**config.mk**
```make
export PLATFORM = sky130hd
export DESIGN_NAME = sram_rd_arbiter
export DESIGN_NICKNAME = d
export VERILOG_FILES = /design/src/rtl/conv_arb_pkg.sv /design/src/rtl/rd_tag_pipe.sv /design/src/rtl/sram_rd_arbiter.sv
export SDC_FILE = /design/constraint.sdc
export NUM_CORES = 1
export LEC_CHECK = 0
export ABC_AREA = 1
export BUFFER_PORTS_ARGS = -buffer_cell sky130_fd_sc_hd__buf_2
export CAP_MARGIN = 15
export CORE_MARGIN = 4
export CORE_UTILIZATION = 42
export CTS_CLUSTER_SIZE = 8
export DETAILED_ROUTE_END_ITERATION = 7
export GPL_TIMING_DRIVEN = 0
export PLACE_DENSITY_LB_ADDON = 0.25
export RECOVER_POWER = 100
export SYNTH_ARGS = -nofsm -noshare
export SYNTH_HDL_FRONTEND = slang
export SYNTH_HIERARCHICAL = 1
export SYNTH_SLANG_ARGS = --single-unit
```
**constraint.sdc**
```tcl
create_clock -name clk -period 1.9 [get_ports clk]
set_clock_uncertainty 0.2 [all_clocks]
set_input_delay 0.19 -clock clk [delete_from_list [all_inputs] [get_ports clk]]
set_output_delay 0.19 -clock clk [all_outputs]
set_load 0.1 [all_outputs]
```
**src/rtl/conv_arb_pkg.sv**
```systemverilog
// Shared types and constants for the input/weight SRAM read arbiter.
//   arb_state_e : arbiter FSM states (IDLE, OWN0, OWN1)
//   RID_*       : requester ids carried through the read-tag pipeline
//   DEF_*       : default SRAM geometry
package conv_arb_pkg;

  typedef enum logic [1:0] {
    IDLE = 2'd0,
    OWN0 = 2'd1,
    OWN1 = 2'd2
  } arb_state_e;

  localparam logic RID_INPUT  = 1'b0;
  localparam logic RID_WEIGHT = 1'b1;

  localparam int unsigned DEF_ADDR_W = 12;
  localparam int unsigned DEF_DATA_W = 16;

endpackage

```
**src/rtl/rd_tag_pipe.sv**
```systemverilog
// Read-tag pipeline: follows each issued SRAM read through the fixed read
// latency and raises the response valid of the requester that issued it.
// Ports:
//   clk, reset       : clock, asynchronous active-high reset (clears all tags)
//   rd_en, rd_rid    : registered read strobe and its requester id
//   rsp0_valid       : returned word belongs to the input-row fetch
//   rsp1_valid       : returned word belongs to the weight fetch
module rd_tag_pipe
  import conv_arb_pkg::*;
#(
  parameter int unsigned RD_LAT = 2
) (
  input  logic clk,
  input  logic reset,
  input  logic rd_en,
  input  logic rd_rid,
  output logic rsp0_valid,
  output logic rsp1_valid
);

  logic [RD_LAT-1:0] vld_q;
  logic [RD_LAT-1:0] rid_q;

  always_ff @(posedge clk or posedge reset) begin
    if (reset) begin
      vld_q <= '0;
      rid_q <= '0;
    end else begin
      vld_q[0] <= rd_en;
      rid_q[0] <= rd_rid;
      for (int i = 1; i < RD_LAT; i++) begin
        vld_q[i] <= vld_q[i-1];
        rid_q[i] <= rid_q[i-1];
      end
    end
  end

  assign rsp0_valid = vld_q[RD_LAT-1] && (rid_q[RD_LAT-1] == RID_INPUT);
  assign rsp1_valid = vld_q[RD_LAT-1] && (rid_q[RD_LAT-1] == RID_WEIGHT);

endmodule

```
**src/rtl/sram_rd_arbiter.sv**
```systemverilog
// Shares the input-SRAM read port between input-row fetch (req0) and weight
// fetch (req1). Whole bursts are granted; the read address is registered and
// returned words are routed back to the requester that issued them.
// Configuration macro: ARB_RR_EN -- round-robin arbitration in IDLE instead of
// fixed priority req1 > req0.
// Ports:
//   clk, reset                   : clock, asynchronous active-high reset
//   reqN_valid/addr/last/ready   : read request handshake (ready is combinational)
//   rspN_valid/data              : returned word for requester N
//   mem_rd_addr, mem_rd_en       : registered SRAM read port
//   mem_rd_data                  : SRAM data, RD_LAT cycles after mem_rd_addr
//   burst_abort                  : one-cycle pulse after a forced release
module sram_rd_arbiter
  import conv_arb_pkg::*;
#(
  parameter int unsigned ADDR_W    = DEF_ADDR_W,
  parameter int unsigned DATA_W    = DEF_DATA_W,
  parameter int unsigned RD_LAT    = 2,
  parameter int unsigned BURST_MAX = 64
) (
  input  logic              clk,
  input  logic              reset,
  input  logic              req0_valid,
  input  logic [ADDR_W-1:0] req0_addr,
  input  logic              req0_last,
  output logic              req0_ready,
  output logic              rsp0_valid,
  output logic [DATA_W-1:0] rsp0_data,
  input  logic              req1_valid,
  input  logic [ADDR_W-1:0] req1_addr,
  input  logic              req1_last,
  output logic              req1_ready,
  output logic              rsp1_valid,
  output logic [DATA_W-1:0] rsp1_data,
  output logic [ADDR_W-1:0] mem_rd_addr,
  output logic              mem_rd_en,
  input  logic [DATA_W-1:0] mem_rd_data,
  output logic              burst_abort
);

  localparam int unsigned CNT_W = (BURST_MAX > 1) ? $clog2(BURST_MAX) : 1;

  arb_state_e       state_q;
  logic [CNT_W-1:0] beat_cnt_q;
  logic             rid_q;
`ifdef ARB_RR_EN
  // 1: req0 wins the next IDLE tie; reset value keeps req1 first.
  logic             rr_q;
`endif

  logic              grant0;
  logic              grant1;
  logic              accept;
  logic              acc_rid;
  logic              acc_last;
  logic [ADDR_W-1:0] acc_addr;
  logic              force_rel;

  always_comb begin
    grant0 = 1'b0;
    grant1 = 1'b0;
    unique case (state_q)
      IDLE: begin
`ifdef ARB_RR_EN
        if (req0_valid && req1_valid) begin
          grant0 = rr_q;
          grant1 = !rr_q;
        end else begin
          grant0 = req0_valid;
          grant1 = req1_valid;
        end
`else
        grant1 = req1_valid;
        grant0 = req0_valid && !req1_valid;
`endif
      end
      OWN0:    grant0 = req0_valid;
      OWN1:    grant1 = req1_valid;
      default: ;
    endcase
    // No handshake may complete while the block is held in reset.
    if (reset) begin
      grant0 = 1'b0;
      grant1 = 1'b0;
    end
  end

  assign req0_ready = grant0;
  assign req1_ready = grant1;
  assign accept     = grant0 | grant1;
  assign acc_rid    = grant1 ? RID_WEIGHT : RID_INPUT;
  assign acc_last   = grant1 ? req1_last : req0_last;
  assign acc_addr   = grant1 ? req1_addr : req0_addr;
  // This accept would be beat BURST_MAX of the burst without ending it.
  assign force_rel  = accept && !acc_last && (beat_cnt_q == CNT_W'(BURST_MAX - 1));

  always_ff @(posedge clk or posedge reset) begin
    if (reset) begin
      state_q     <= IDLE;
      beat_cnt_q  <= '0;
      rid_q       <= RID_INPUT;
      mem_rd_addr <= '0;
      mem_rd_en   <= 1'b0;
      burst_abort <= 1'b0;
`ifdef ARB_RR_EN
      rr_q        <= 1'b0;
`endif
    end else begin
      mem_rd_en   <= accept;
      burst_abort <= force_rel;
      if (accept) begin
        mem_rd_addr <= acc_addr;
        rid_q       <= acc_rid;
        if (acc_last || force_rel) begin
          state_q    <= IDLE;
          beat_cnt_q <= '0;
`ifdef ARB_RR_EN
          // Favour whoever did not own this burst.
          rr_q       <= (acc_rid == RID_WEIGHT);
`endif
        end else begin
          state_q    <= (acc_rid == RID_WEIGHT) ? OWN1 : OWN0;
          beat_cnt_q <= beat_cnt_q + 1'b1;
        end
      end
    end
  end

  rd_tag_pipe #(
    .RD_LAT(RD_LAT)
  ) u_rd_tag_pipe (
    .clk       (clk),
    .reset     (reset),
    .rd_en     (mem_rd_en),
    .rd_rid    (rid_q),
    .rsp0_valid(rsp0_valid),
    .rsp1_valid(rsp1_valid)
  );

  assign rsp0_data = mem_rd_data;
  assign rsp1_data = mem_rd_data;

endmodule

```
# Word-level counts from Yosys, hierarchy flattened
# Index checks and enable logic that the tools add are counted.
[totals] ff_bits=27 inputBits=46
[op_classes] addsub=1 n_eq_ne=3 n_mux=10 bitwise=2 reduce_logical=10
[ops] cell="12-bit two-way mux" count=1
[ops] cell="6-bit by 1-bit adder with 6-bit output, second input constant" count=1
[ops] cell="6-bit equality test, second input constant" count=1
[ops] cell="6-bit two-way mux" count=1
[ops] cell="1-bit logical AND" count=5
[ops] cell="1-bit two-way mux" count=5
[ops] cell="2-bit two-way mux" count=2
[ops] cell="2-bit by 1-bit equality test with 1-bit output, second input constant" count=1
[ops] cell="2-bit equality test, second input constant" count=1
[ops] cell="1-bit zero test" count=2
[ops] cell="2-bit zero test" count=1
[ops] cell="1-bit case mux with 2 select lines" count=1
[ops] cell="2-bit OR reduction" count=1
[ops] cell="1-bit logical OR" count=1
[ops] cell="1-bit inverter" count=1
[ops] cell="1-bit bitwise OR" count=1

# Depth between registers and ports, before layout
# Gate-level depths: netlist (run 1).
[depth] ltp_word=10 mapped_depth=8 ltp_nobuf=8

# Hierarchy
# The synthesis (run 1) kept the hierarchy.
[by_module_without_submodules] mod="sram_rd_arbiter" instances=1 cells_each=167 area_per_inst_um2=1401.3 seq_area_each_um2=575.6
[by_module_without_submodules] mod="rd_tag_pipe" instances=1 cells_each=9 area_per_inst_um2=121.4 seq_area_each_um2=100.1

# Worst setup path before layout (run 1)
# No wires, ideal clock.
[synth_timing] path_kind="in2reg" startpoint="input reset" endpoint="register mem_rd_addr[0]" setup_ns=0.082 arrival_ns=1.387 required_time_ns=1.618 slack_ns=0.231 path_stages=6 path_cell_list="inv_2 -> nand3_4 -> inv_2 -> buf_4 -> nand2_1 -> a31oi_1"
[synth_between] elab_chain_len=2 word_cells_on_any_way=4 cone_classes="3 x mux; 1 x bitwise"
[synth_rtl] item="from (decl)" line="sram_rd_arbiter.sv:22" source="input logic reset,"
[synth_rtl] item="1-bit two-way mux *" line="sram_rd_arbiter.sv:82" source="if (reset) begin"
[synth_rtl] item="via req1_ready" line="sram_rd_arbiter.sv:32" source="output logic req1_ready,"
[synth_rtl] item="12-bit two-way mux or 1-bit bitwise OR (tied branches)" line="sram_rd_arbiter.sv:93, sram_rd_arbiter.sv:90"
[synth_rtl] item="to (signal assigned)" line="sram_rd_arbiter.sv:112" source="mem_rd_addr <= acc_addr;"
[synth_rtl] item="to (decl)" line="sram_rd_arbiter.sv:35" source="output logic [ADDR_W-1:0] mem_rd_addr,"
# The timed path passes the listed nets; every way through them passes the cells marked *.
# A chain may end at the register's enable or synchronous reset.

# Worst setup path after layout (run 1)
[layout_timing] startpoint="register state_q[0]" endpoint="output req1_ready"
[layout_between] elab_chain_len=4 word_cells_on_any_way=5 cone_classes="1 x eq/ne; 2 x mux; 2 x reduce/logical"
[layout_rtl] item="from (decl)" line="sram_rd_arbiter.sv:43" source="arb_state_e state_q;"
[layout_rtl] item="from (signal assigned)" line="sram_rd_arbiter.sv:122" source="state_q <= (acc_rid == RID_WEIGHT) ? OWN1 : OWN0;"
[layout_rtl] item="2-bit equality test or 2-bit zero test (tied branches)" line="sram_rd_arbiter.sv:62" source="unique case (state_q)"
[layout_rtl] item="2-bit OR reduction (no source line) *"
[layout_rtl] item="1-bit two-way mux *" line="sram_rd_arbiter.sv:62"
[layout_rtl] item="1-bit two-way mux *" line="sram_rd_arbiter.sv:82"
[layout_rtl] item="to (decl)" line="sram_rd_arbiter.sv:32"
# Mark *: on every way between the ends. The rest lies on a longest branch, timed or not.

==> results.sh, run 1 <==
export IMPL_criticalPathCategory="reg -> out"
export IMPL_routabilityCongestion=0.814
export IMPL_report_final_setup_viol=0
export IMPL_fillers=300
export IMPL_per_cell_routed_wire_length_um=12.7
export IMPL_tightestPinTransition_ns=1.18
export IMPL_num_antenna_cells=0
export IMPL_cp_end_kind="primary output"
export IMPL_ys_flop_type="sky130_fd_sc_hd__dfrtp_1"
export IMPL_final_layout_size_suffix_gt1_share_pct=33.7
export IMPL_postRouteAntennaNets=0
export IMPL_power_leakage_nw=1.22
export IMPL_fin_crit_sh_pct=95.1
export IMPL_firstDrtPassIters=4
export IMPL_wire_length_of_the_first_global_routing_pass_mm=6.67
export IMPL_irDropWorstVdd_uv=925
export IMPL_syn_area_mm2=0.00152
export IMPL_max_cap_viol_count=0
export IMPL_synth_seq_area_share_pct=44.4
export IMPL_die_height_um=68.2
export IMPL_multi_input_area_um2=494
export IMPL_clk_latency_ns=0.34
export IMPL_seq_area_um2=676
export IMPL_dieArea_mm2=0.00465
export IMPL_layout_common_cells="40 x sky130_fd_sc_hd__nand2_1, 34 x sky130_fd_sc_hd__buf_4, 33 x sky130_fd_sc_hd__clkbuf_1"
export IMPL_worst_r2r_endpoint="mem_rd_addr[10]"
export IMPL_finalNetCount=336
export IMPL_maximum_number_of_pins_on_one_net_before_global_route_repair=24
export IMPL_worstPathMaxFanout=10
export IMPL_setup_total_negative_slack_ns=0
export IMPL_grt_overflow_total=0
export IMPL_synthToLayoutAreaGrowth_pct=48.5
export IMPL_drt_iter0_markers=29
export IMPL_regToRegSetupSlack_ns=0.17
export IMPL_clock_tree_htree_level_count=1
export IMPL_synth_async_reset_ratio_pct=100
export IMPL_post_drt_via_cell_ratio=4.65
export IMPL_vias=1552
export IMPL_port_buffer_count=79
export IMPL_floorplan_initialDensity_pct=44.6
export IMPL_yosys_register_bits=27
export IMPL_number_of_antenna_violations_at_the_first_check_in_global_routing=0
export IMPL_synthDistinctLibCells=23
export IMPL_crit_end="req1_ready"
export IMPL_io_pins=96
export IMPL_floorplan_die_width_um=68.2
export IMPL_timing_critical_path_from_type="flip-flop"
export IMPL_grt_setup_unrepaired="no"
export IMPL_synth_enable_flop_cells=0
export IMPL_cp_startpoint="state_q[0]"
export IMPL_tritoncts_num_buffers=3
export IMPL_tritoncts_num_sinks=27
export IMPL_drc=0
export IMPL_required_ns=1.51
export IMPL_dp_hpwl_mm=2.69
export IMPL_yosys_warnings=6
export IMPL_groute_usage_overall_pct=19.4
export IMPL_r2r_worst_path_cells=7
export IMPL_hp_class="in -> async"
export IMPL_final_common_cell="sky130_fd_sc_hd__nand2_1"
export IMPL_detail_route_wirelength_mm=4.24
export IMPL_tritoncts="yes"
export IMPL_status="finished, final reports clean"
export IMPL_cell_at_the_root_of_the_clock_tree="sky130_fd_sc_hd__clkbuf_4"
export IMPL_synth_fp_nets=223
export IMPL_finalHoldViolCount=0
export IMPL_syn_inst=176
export IMPL_critPathArrivalTime_ns=1.42
export IMPL_path_clk_slew_ns=0.16
export IMPL_r2r_start="state_q[0]"
export IMPL_vias_in_the_first_global_route=1512
export IMPL_post_synth_cell_area_avg_um2=8.65
export IMPL_power_per_cell_area_mw_per_mm2=1480
export IMPL_maxSlewHeadroom_pct=21.6
export IMPL_clock_path_buffers=2
export IMPL_timing_final_crit_period_ns=1.81
export IMPL_layout_core_utilization_pct=66.2
export IMPL_floorplan_core_area_mm2=0.00342
export IMPL_timing_max_transition_violations_final=0
export IMPL_floorplan_rows=21
export IMPL_max_clock_freq_ghz=0.554
worst min path at each step:
stage               slack, ns                      to  depth (start not counted)
floorplan               -0.24  u_rd_tag_pipe/rid_q[0]                          1
global placement         -0.1  u_rd_tag_pipe/rid_q[0]                          2
detailed placement      -0.09  u_rd_tag_pipe/rid_q[0]                          2
CTS                      0.03          mem_rd_addr[6]                          5
global route             0.06          mem_rd_addr[6]                          5
finish                   0.04  u_rd_tag_pipe/rid_q[0]                          3
routing by layer:
layer | share of wire (%) | track usage [%] | wire length [µm] | vias up
met5 | 0 | 0 | 0 | -
met4 | 4.3 | 11.9 | 184 | 0
met3 | 8.5 | 3.45 | 360 | 17
met2 | 50 | 32.9 | 2100 | 83
met1 | 38 | 22.5 | 1590 | 697
li1 | - | - | - | 755
where the power goes:
group	leakage (nW)	total, mW	switching, mW	internal (mW)
Combinational	0.873	2.17	1.79	0.383
Sequential	0.325	0.916	0.125	0.791
Clock	0.0183	0.268	0.182	0.0862
Total	1.22	3.36	2.10	1.26
cells by family after synthesis:
kind of cell | synth area share, %
AO/OA/AOI/OAI | 7.31
flip-flops | 44.4
adder cells (fa/ha/maj) | 0.822
XOR/XNOR | 1.73
buffers and inverters | 22.8
AND/OR/NAND/NOR | 22.9
synth_stat cells, types with 2 or more instances:
cell / number / share of area (%)
sky130_fd_sc_hd__buf_4: 35 / 17
sky130_fd_sc_hd__inv_1: 15 / 3.7
sky130_fd_sc_hd__nand2_2: 2 / 0.82
sky130_fd_sc_hd__nand4_1: 7 / 2.9
sky130_fd_sc_hd__dfrtp_1: 27 / 44
sky130_fd_sc_hd__xor2_1: 3 / 1.7
sky130_fd_sc_hd__nand3_1: 3 / 0.99
sky130_fd_sc_hd__buf_2: 2 / 0.66
sky130_fd_sc_hd__a31oi_1: 12 / 4.9
sky130_fd_sc_hd__nand2_1: 40 / 9.9
sky130_fd_sc_hd__nor2_1: 15 / 3.7
sky130_fd_sc_hd__inv_2: 2 / 0.49
sky130_fd_sc_hd__o21ai_0: 3 / 0.99
flip-flops by register name, summed over array words and instances (netlist names):
| signal | count |
|---|---|
| beat_cnt_q | 6 |
| mem_rd_addr | 12 |
| mem_rd_en | 1 |
| u_rd_tag_pipe/vld_q | 2 |
| u_rd_tag_pipe/rid_q | 2 |
| rid_q | 1 |
| burst_abort | 1 |
| state_q | 2 |
what timing repair did:
item / in CTS / in global routing
resized for setup: 5 / 1
hold endpoints to repair: 40 / 0
setup buffers: 1 / 0
hold buffers: 27 / 0
setup endpoints to repair: 2 / 1
pin swaps: 1 / 0
per-stage QoR:
stage          setup WS (ns)  hold WS, ns  cell area (µm²)  power (mW)  std cells
2_1_floorplan          0.231       -0.244             1520        2.70        176
3_3_place_gp          -0.289      -0.0997             1980        3.02        301
3_5_place_dp          -0.304      -0.0930             1980        3.04        301
4_1_cts               0.0520       0.0276             2300        3.37        333
5_1_grt               0.0138       0.0629             2260        3.50        334
6_report              0.0939       0.0390             2260        3.36        334
worst max-delay path, stage by stage, from the launching register on:
cell and delay (ns):
sky130_fd_sc_hd__dfrtp_1 0.39, sky130_fd_sc_hd__inv_1 0.13, sky130_fd_sc_hd__nand3_4 0.11, sky130_fd_sc_hd__inv_2 0.10, sky130_fd_sc_hd__buf_6 0.16, sky130_fd_sc_hd__buf_12 0.18
layout make-up:
cell class	instances	area share [%]
clock inverter	1	0.387
timing repair buffer	108	29.3
buffer	38	12.2
inverter	17	2.82
sequential	27	29.9
multi-input combinational	94	21.9
tap	46	2.55
clock buffer	3	0.996
Power figures use the tool's default switching activity.
==> run 2: changes to the inputs <==
--- a/config.mk
+++ b/config.mk
@@ -5,7 +5,6 @@
 export SDC_FILE = /design/constraint.sdc
 export NUM_CORES = 1
 export LEC_CHECK = 0
-export ABC_AREA = 1
 export BUFFER_PORTS_ARGS = -buffer_cell sky130_fd_sc_hd__buf_2
 export CAP_MARGIN = 15
 export CORE_MARGIN = 4
@@ -13,6 +12,7 @@
 export CTS_CLUSTER_SIZE = 8
 export DETAILED_ROUTE_END_ITERATION = 7
 export GPL_TIMING_DRIVEN = 0
+export HOLD_SLACK_MARGIN = 0.1
 export PLACE_DENSITY_LB_ADDON = 0.25
 export RECOVER_POWER = 100
 export SYNTH_ARGS = -nofsm -noshare
==> constraint.sdc (replaced) <==
create_clock -name clk -period 1.7 [get_ports clk]
set_clock_uncertainty 0.2 [all_clocks]
set_input_delay 0.17 -clock clk [delete_from_list [all_inputs] [get_ports clk]]
set_output_delay 0.17 -clock clk [all_outputs]
set_load 0.1 [all_outputs]
==> results.sh, run 2 <==
export IMPL_floorplan_rows=21
export IMPL_r2r_start="state_q[0]"
export IMPL_synth_fp_nets=195
export IMPL_power_leakage_nw=1.29
export IMPL_finalHoldViolCount=0
export IMPL_detail_route_wirelength_mm=4.53
export IMPL_tritoncts_num_buffers=3
export IMPL_post_synth_cell_area_avg_um2=10.1
export IMPL_port_buffer_count=79
export IMPL_worst_r2r_endpoint="state_q[0]"
export IMPL_cp_end_kind="flip-flop"
export IMPL_final_common_cell="sky130_fd_sc_hd__buf_4"
export IMPL_clock_path_buffers=2
export IMPL_post_layout_inst_area_mm2=0.00250
export IMPL_worstPathMaxFanout=6
export IMPL_postRouteAntennaNets=0
export IMPL_groute_usage_overall_pct=19.2
export IMPL_timing_final_crit_period_ns=2.02
export IMPL_finalNetCount=319
export IMPL_synth_enable_flop_cells=0
export IMPL_synthToLayoutAreaGrowth_pct=68.4
export IMPL_tritoncts_num_sinks=27
export IMPL_maximum_number_of_pins_on_one_net_before_global_route_repair=24
export IMPL_worstPathCellList="buf_12 > nor3b_4 > buf_6 > mux2i_4 > inv_2 > o31ai_4"
export IMPL_vias_in_the_first_global_route=1496
export IMPL_irDropWorstVdd_uv=1010
export IMPL_placement_cell_area_mm2=0.00196
export IMPL_cells_on_worst_hold_path=0
export IMPL_timing_critical_path_from_type="flip-flop"
export IMPL_r2r_worst_path_cells=6
export IMPL_final_layout_size_suffix_gt1_share_pct=46.9
export IMPL_report_final_setup_viol=19
export IMPL_largest_registers="mem_rd_addr x12, beat_cnt_q x6"
export IMPL_vias=1491
export IMPL_whs_ns=0.187
export IMPL_grt_overflow_total=0
export IMPL_dp_hpwl_mm=2.66
export IMPL_status="finished with violations"
export IMPL_path_clk_slew_ns=0.15
export IMPL_num_antenna_cells=0
export IMPL_postLayoutSetupSlackWorst_ns=-0.319
export IMPL_hp_class="reg -> reg"
export IMPL_per_cell_routed_wire_length_um=14.3
export IMPL_synth_common_cells="32 x sky130_fd_sc_hd__buf_4, 27 x sky130_fd_sc_hd__dfrtp_1, 15 x sky130_fd_sc_hd__nand2_1, 14 x sky130_fd_sc_hd__mux2i_1, 9 x sky130_fd_sc_hd__o21ai_0"
export IMPL_synth_async_reset_ratio_pct=100
export IMPL_cell_at_the_root_of_the_clock_tree="sky130_fd_sc_hd__clkbuf_4"
export IMPL_criticalPathCategory="reg -> reg"
export IMPL_fillers=242
export IMPL_clk_latency_ns=0.33
export IMPL_number_of_antenna_violations_at_the_first_check_in_global_routing=0
export IMPL_crit_buf_inv=3
export IMPL_timing_max_transition_violations_final=0
export IMPL_tritoncts="yes"
export IMPL_place_inst=273
export IMPL_floorplan_initialDensity_pct=43.9
export IMPL_drc=0
export IMPL_synthMostInstantiatedCell="sky130_fd_sc_hd__buf_4"
export IMPL_routabilityCongestion=0.790
export IMPL_hp_start="u_rd_tag_pipe/vld_q[0]"
export IMPL_tightestPinTransition_ns=1.17
export IMPL_synthDominantAreaCellType="sky130_fd_sc_hd__dfrtp_1"
export IMPL_die_height_um=67.5
export IMPL_failed_checks="setup timing"
export IMPL_required_ns=1.74
export IMPL_maxSlewHeadroom_pct=22.5
export IMPL_cpMaxStageDelayCell="sky130_fd_sc_hd__dfrtp_2"
export IMPL_regToRegSetupSlack_ns=-0.32
export IMPL_number_of_flip_flops_under_the_largest_register_name=12
export IMPL_ys_flop_type="sky130_fd_sc_hd__dfrtp_1"
export IMPL_grt_setup_unrepaired="yes"
export IMPL_syn_area_mm2=0.00149
export IMPL_max_cap_viol_count=0
export IMPL_worst_case_hold_path_end_point="u_rd_tag_pipe/vld_q[1]"
export IMPL_registers_top_by_ff_count="mem_rd_addr"
export IMPL_slowest_delay_ns=0.49
export IMPL_timing_critical_path_max_delay_family="flip-flops"
export IMPL_fin_crit_sh_pct=119
export IMPL_clock_tree_htree_level_count=1
export IMPL_finish_cell_count_without_fillers=317
export IMPL_yosys_warnings=6
export IMPL_post_drt_via_cell_ratio=4.70
export IMPL_synth_largest_type_area_fraction_pct=45.4
export IMPL_io_pins=96
export IMPL_floorplan_die_width_um=67.5
export IMPL_firstDrtPassIters=4
export IMPL_synth_seq_area_share_pct=45.4
export IMPL_max_clock_freq_ghz=0.495
export IMPL_syn_inst=148
export IMPL_post_place_ws_ns=-0.387
export IMPL_power_per_cell_area_mw_per_mm2=1620
export IMPL_wire_length_of_the_first_global_routing_pass_mm=6.56
export IMPL_dieArea_mm2=0.00456
export IMPL_critPathArrivalTime_ns=2.06
export IMPL_synthDistinctLibCells=30
export IMPL_layout_common_cells="40 x sky130_fd_sc_hd__buf_4, 28 x sky130_fd_sc_hd__dlygate4sd3_1, 28 x sky130_fd_sc_hd__buf_2"
export IMPL_drt_iter0_markers=47
export IMPL_yosys_register_bits=27
export IMPL_floorplan_core_area_mm2=0.00339
export IMPL_yosys_top_cells_area="sky130_fd_sc_hd__dfrtp_1 45%, sky130_fd_sc_hd__buf_4 16%, sky130_fd_sc_hd__mux2i_1 9.4%, sky130_fd_sc_hd__nand2_1 3.8%, sky130_fd_sc_hd__o21ai_0 3.0%"
[run 2: cell types whose count changed after synthesis, moves of 7 or more]
| cell | change |
|---|---|
| sky130_fd_sc_hd__mux2i_1 | +14 |
| sky130_fd_sc_hd__inv_1 | -10 |
| sky130_fd_sc_hd__o21ai_1 | +7 |
| sky130_fd_sc_hd__a31oi_1 | -10 |
| sky130_fd_sc_hd__nor2_1 | -11 |
| sky130_fd_sc_hd__nand2_1 | -25 |
[run 2: layout make-up]
class                   instances  area [µm²]  share of cell area, %
well taps                      46        57.6                   2.30
clock inverters                 1        5.00                  0.200
plain buffers                  35         287                   11.4
inverters                       5        22.5                  0.899
multi-input cells              80         596                   23.8
repair buffers                120         838                   33.5
clock buffers                   3        22.5                  0.899
flip-flops and latches         27         677                   27.0
[run 2: worst max path at each step]
stage                            end       start  slack, ns  cells after the start
after detailed placement  req1_ready  state_q[0]      -0.39                      3
after global placement    req1_ready  state_q[0]      -0.39                      3
after global routing      state_q[0]  state_q[0]      -0.36                      6
after CTS                 req0_ready  state_q[1]      -0.40                      6
after floorplan                rid_q  state_q[0]      -0.13                      6
final                     state_q[0]  state_q[0]      -0.32                      6
[run 2: cell families (layout without fill, tap and decap cells)]
family	count (synthesis)	count (layout)	share of synthesized area (%)
and+or+nand+nor	37	37	13.2
AOI/OAI and AO/OA	28	28	11.4
adders and majority gates	1	1	0.841
buffers and inverters	41	164	19.7
DFF	27	27	45.4
muxes	14	14	9.42
[run 2: worst register-to-register path: cells and delay by family, from the launching register on]
| kind | cells | cell delay, ns |
|---|---|---|
| flops | 1 | 0.49 |
| simple gates | 1 | 0.29 |
| compound gates | 1 | 0.25 |
| buf+inv | 3 | 0.41 |
| mux | 1 | 0.32 |
[run 2: report_power, final]
part / internal [mW] / switching (mW)
Clock: 0.0884 / 0.195
Combinational: 0.667 / 1.99
Sequential: 0.901 / 0.206
Total: 1.66 / 2.39
[run 2: metrics by stage]
step	utilization, %	total power [mW]	setup TNS [ns]
after CTS	72.6	3.91	-3.51
after global routing	73.9	4.21	-5.37
after floorplan	-	3.06	-0.271
final	73.9	4.05	-3.97
after detailed placement	57.8	3.44	-3.74
after global placement	57.8	3.41	-3.69
[run 2: timing repair]
action,CTS,global route
hold buffers,28,1
gates cloned,1,0
resized for setup,28,18
pin swaps,5,7
endpoints found under the setup margin,23,23
setup buffers,8,5
endpoints found under the hold margin,48,7
[run 2: routing by layer]
metal / track usage (%) / vias to the layer above / part of all wire (%)
li1: - / 718 / -
met1: 21.4 / 666 / 36
met2: 34.9 / 94 / 52
met3: 4.49 / 13 / 9.5
met4: 7.34 / 0 / 2.9
met5: 0 / - / 0
==> run 3: changes to the inputs <==
--- a/config.mk
+++ b/config.mk
@@ -15,6 +15,7 @@
 export HOLD_SLACK_MARGIN = 0.1
 export PLACE_DENSITY_LB_ADDON = 0.25
 export RECOVER_POWER = 100
+export SKIP_CTS_REPAIR_TIMING = 1
 export SYNTH_ARGS = -nofsm -noshare
 export SYNTH_HDL_FRONTEND = slang
 export SYNTH_HIERARCHICAL = 1
==> results.sh, run 3 (synthesis results as in run 2) <==
export IMPL_failed_checks="hold timing, setup timing"
export IMPL_num_antenna_cells=0
export IMPL_clock_path_buffers=2
export IMPL_power_per_cell_area_mw_per_mm2=1620
export IMPL_criticalPathCategory="reg -> out"
export IMPL_worstPathMaxFanout=5
export IMPL_clk_latency_ns=0.32
export IMPL_cp_end_kind="primary output"
export IMPL_port_buffer_count=79
export IMPL_post_drt_via_cell_ratio=4.62
export IMPL_grt_setup_unrepaired="yes"
export IMPL_max_cap_viol_count=0
export IMPL_hp_class="in -> async"
export IMPL_layout_common_cells="44 x sky130_fd_sc_hd__buf_4, 30 x sky130_fd_sc_hd__buf_2, 28 x sky130_fd_sc_hd__dlygate4sd3_1"
export IMPL_grt_overflow_total=0
export IMPL_tightestPinTransition_ns=1.17
export IMPL_firstDrtPassIters=4
export IMPL_final_common_cell="sky130_fd_sc_hd__buf_4"
export IMPL_worstPathCellList="nand2b_4 > or3_4 > buf_6 > buf_12 > clkinvlp_4 > buf_12"
export IMPL_synthToLayoutAreaGrowth_pct=62.0
export IMPL_finalNetCount=320
export IMPL_post_place_ws_ns=-0.387
export IMPL_cpMaxStageDelayCell="sky130_fd_sc_hd__dfrtp_1"
export IMPL_maxSlewHeadroom_pct=22.5
export IMPL_tritoncts_num_sinks=27
export IMPL_postLayoutSetupSlackWorst_ns=-0.422
export IMPL_max_clock_freq_ghz=0.471
export IMPL_cell_at_the_root_of_the_clock_tree="sky130_fd_sc_hd__clkbuf_4"
export IMPL_clock_tree_htree_level_count=1
export IMPL_vias_in_the_first_global_route=1238
export IMPL_path_common_cell="sky130_fd_sc_hd__buf_12"
export IMPL_groute_usage_overall_pct=14.7
export IMPL_status="finished with violations"
export IMPL_drc=0
export IMPL_final_layout_size_suffix_gt1_share_pct=46.3
export IMPL_fin_crit_sh_pct=125
export IMPL_largest_registers="mem_rd_addr x12, beat_cnt_q x6"
export IMPL_floorplan_die_width_um=67.5
export IMPL_timing_max_transition_violations_final=0
export IMPL_report_final_setup_viol=19
export IMPL_floorplan_initialDensity_pct=43.9
export IMPL_number_of_antenna_violations_at_the_first_check_in_global_routing=0
export IMPL_per_cell_routed_wire_length_um=13.3
export IMPL_maximum_number_of_pins_on_one_net_before_global_route_repair=24
export IMPL_slowest_delay_ns=0.42
export IMPL_number_of_flip_flops_under_the_largest_register_name=12
export IMPL_routabilityCongestion=0.790
export IMPL_io_pins=96
export IMPL_timing_critical_path_from_type="flip-flop"
export IMPL_critPathArrivalTime_ns=1.75
export IMPL_required_ns=1.33
export IMPL_dp_hpwl_mm=2.66
export IMPL_drt_iter0_markers=18
export IMPL_floorplan_rows=21
export IMPL_detail_route_wirelength_mm=4.23
export IMPL_finalHoldViolCount=11
export IMPL_whs_ns=-0.00335
export IMPL_power_leakage_nw=1.25
export IMPL_wire_length_of_the_first_global_routing_pass_mm=5.11
export IMPL_postRouteAntennaNets=0
export IMPL_tritoncts_num_buffers=3
export IMPL_timing_final_crit_period_ns=2.12
export IMPL_path_clk_slew_ns=0.14
export IMPL_tritoncts="yes"
export IMPL_vias=1470
export IMPL_die_height_um=67.5
export IMPL_registers_top_by_ff_count="mem_rd_addr"
export IMPL_irDropWorstVdd_uv=1000
export IMPL_dieArea_mm2=0.00456
export IMPL_floorplan_core_area_mm2=0.00339
==> run 3: worst paths after layout <==
path | start | endpoint | slack, ns | cells past startpoint
max | state_q[1] | req0_ready | -0.42 | 6
min | reset | mem_rd_en | -0.003 | 2
max reg2reg | state_q[1] | mem_rd_addr[3] | -0.28 | 8
min reg2reg | u_rd_tag_pipe/rid_q[0] | u_rd_tag_pipe/rid_q[1] | 0.17 | 0
max in group asynchronous | reset | state_q[0] | 0.71 | 2
min in group clk | req0_last | beat_cnt_q[4] | 0.08 | 4
==> run 3: per-stage QoR <==
| step | std cells | cell area (µm²) | TNS [ns] | utilization, % | total power, mW |
|---|---|---|---|---|---|
| floorplan | 148 | 1510 | -0.271 | - | 3.06 |
| global placement | 273 | 1960 | -3.69 | 57.8 | 3.41 |
| detailed placement | 273 | 1960 | -3.74 | 57.8 | 3.44 |
| CTS | 277 | 1990 | -5.03 | 58.6 | 3.71 |
| global route | 318 | 2410 | -4.21 | 71.1 | 4.07 |
| finish | 318 | 2410 | -3.02 | 71.1 | 3.89 |
==> run 3: where the power goes <==
part	total, mW	leakage [nW]	internal [mW]	switching, mW
Sequential	1.10	0.333	0.901	0.201
Combinational	2.52	0.900	0.583	1.94
Clock	0.275	0.0177	0.0882	0.186
Total	3.89	1.25	1.57	2.32
==> run 3: critical path, delay by kind of cell (launching register included) <==
family	cells	cell delay [ns]
buf+inv	4	0.51
flops	1	0.42
simple gates	2	0.49
==> run 3: routing by layer <==
metal  wire (µm)  up-vias  global-route usage, %
li1            -      722                      -
met5           0        -                      0
met1        1620      659                   17.9
met2        2130       79                   25.2
met4         131        0                   4.56
met3         344       10                   4.16
==> run 3: area by class of cell <==
| type | instances | area (µm²) |
|---|---|---|
| Sequential cell | 27 | 677 |
| Timing Repair Buffer | 120 | 782 |
| Clock inverter | 1 | 5.00 |
| Inverter | 5 | 22.5 |
| Tap cell | 46 | 57.6 |
| Clock buffer | 3 | 22.5 |
| Multi-Input combinational cell | 80 | 559 |
| Buffer | 36 | 284 |
| Fill cell | 266 | 980 |
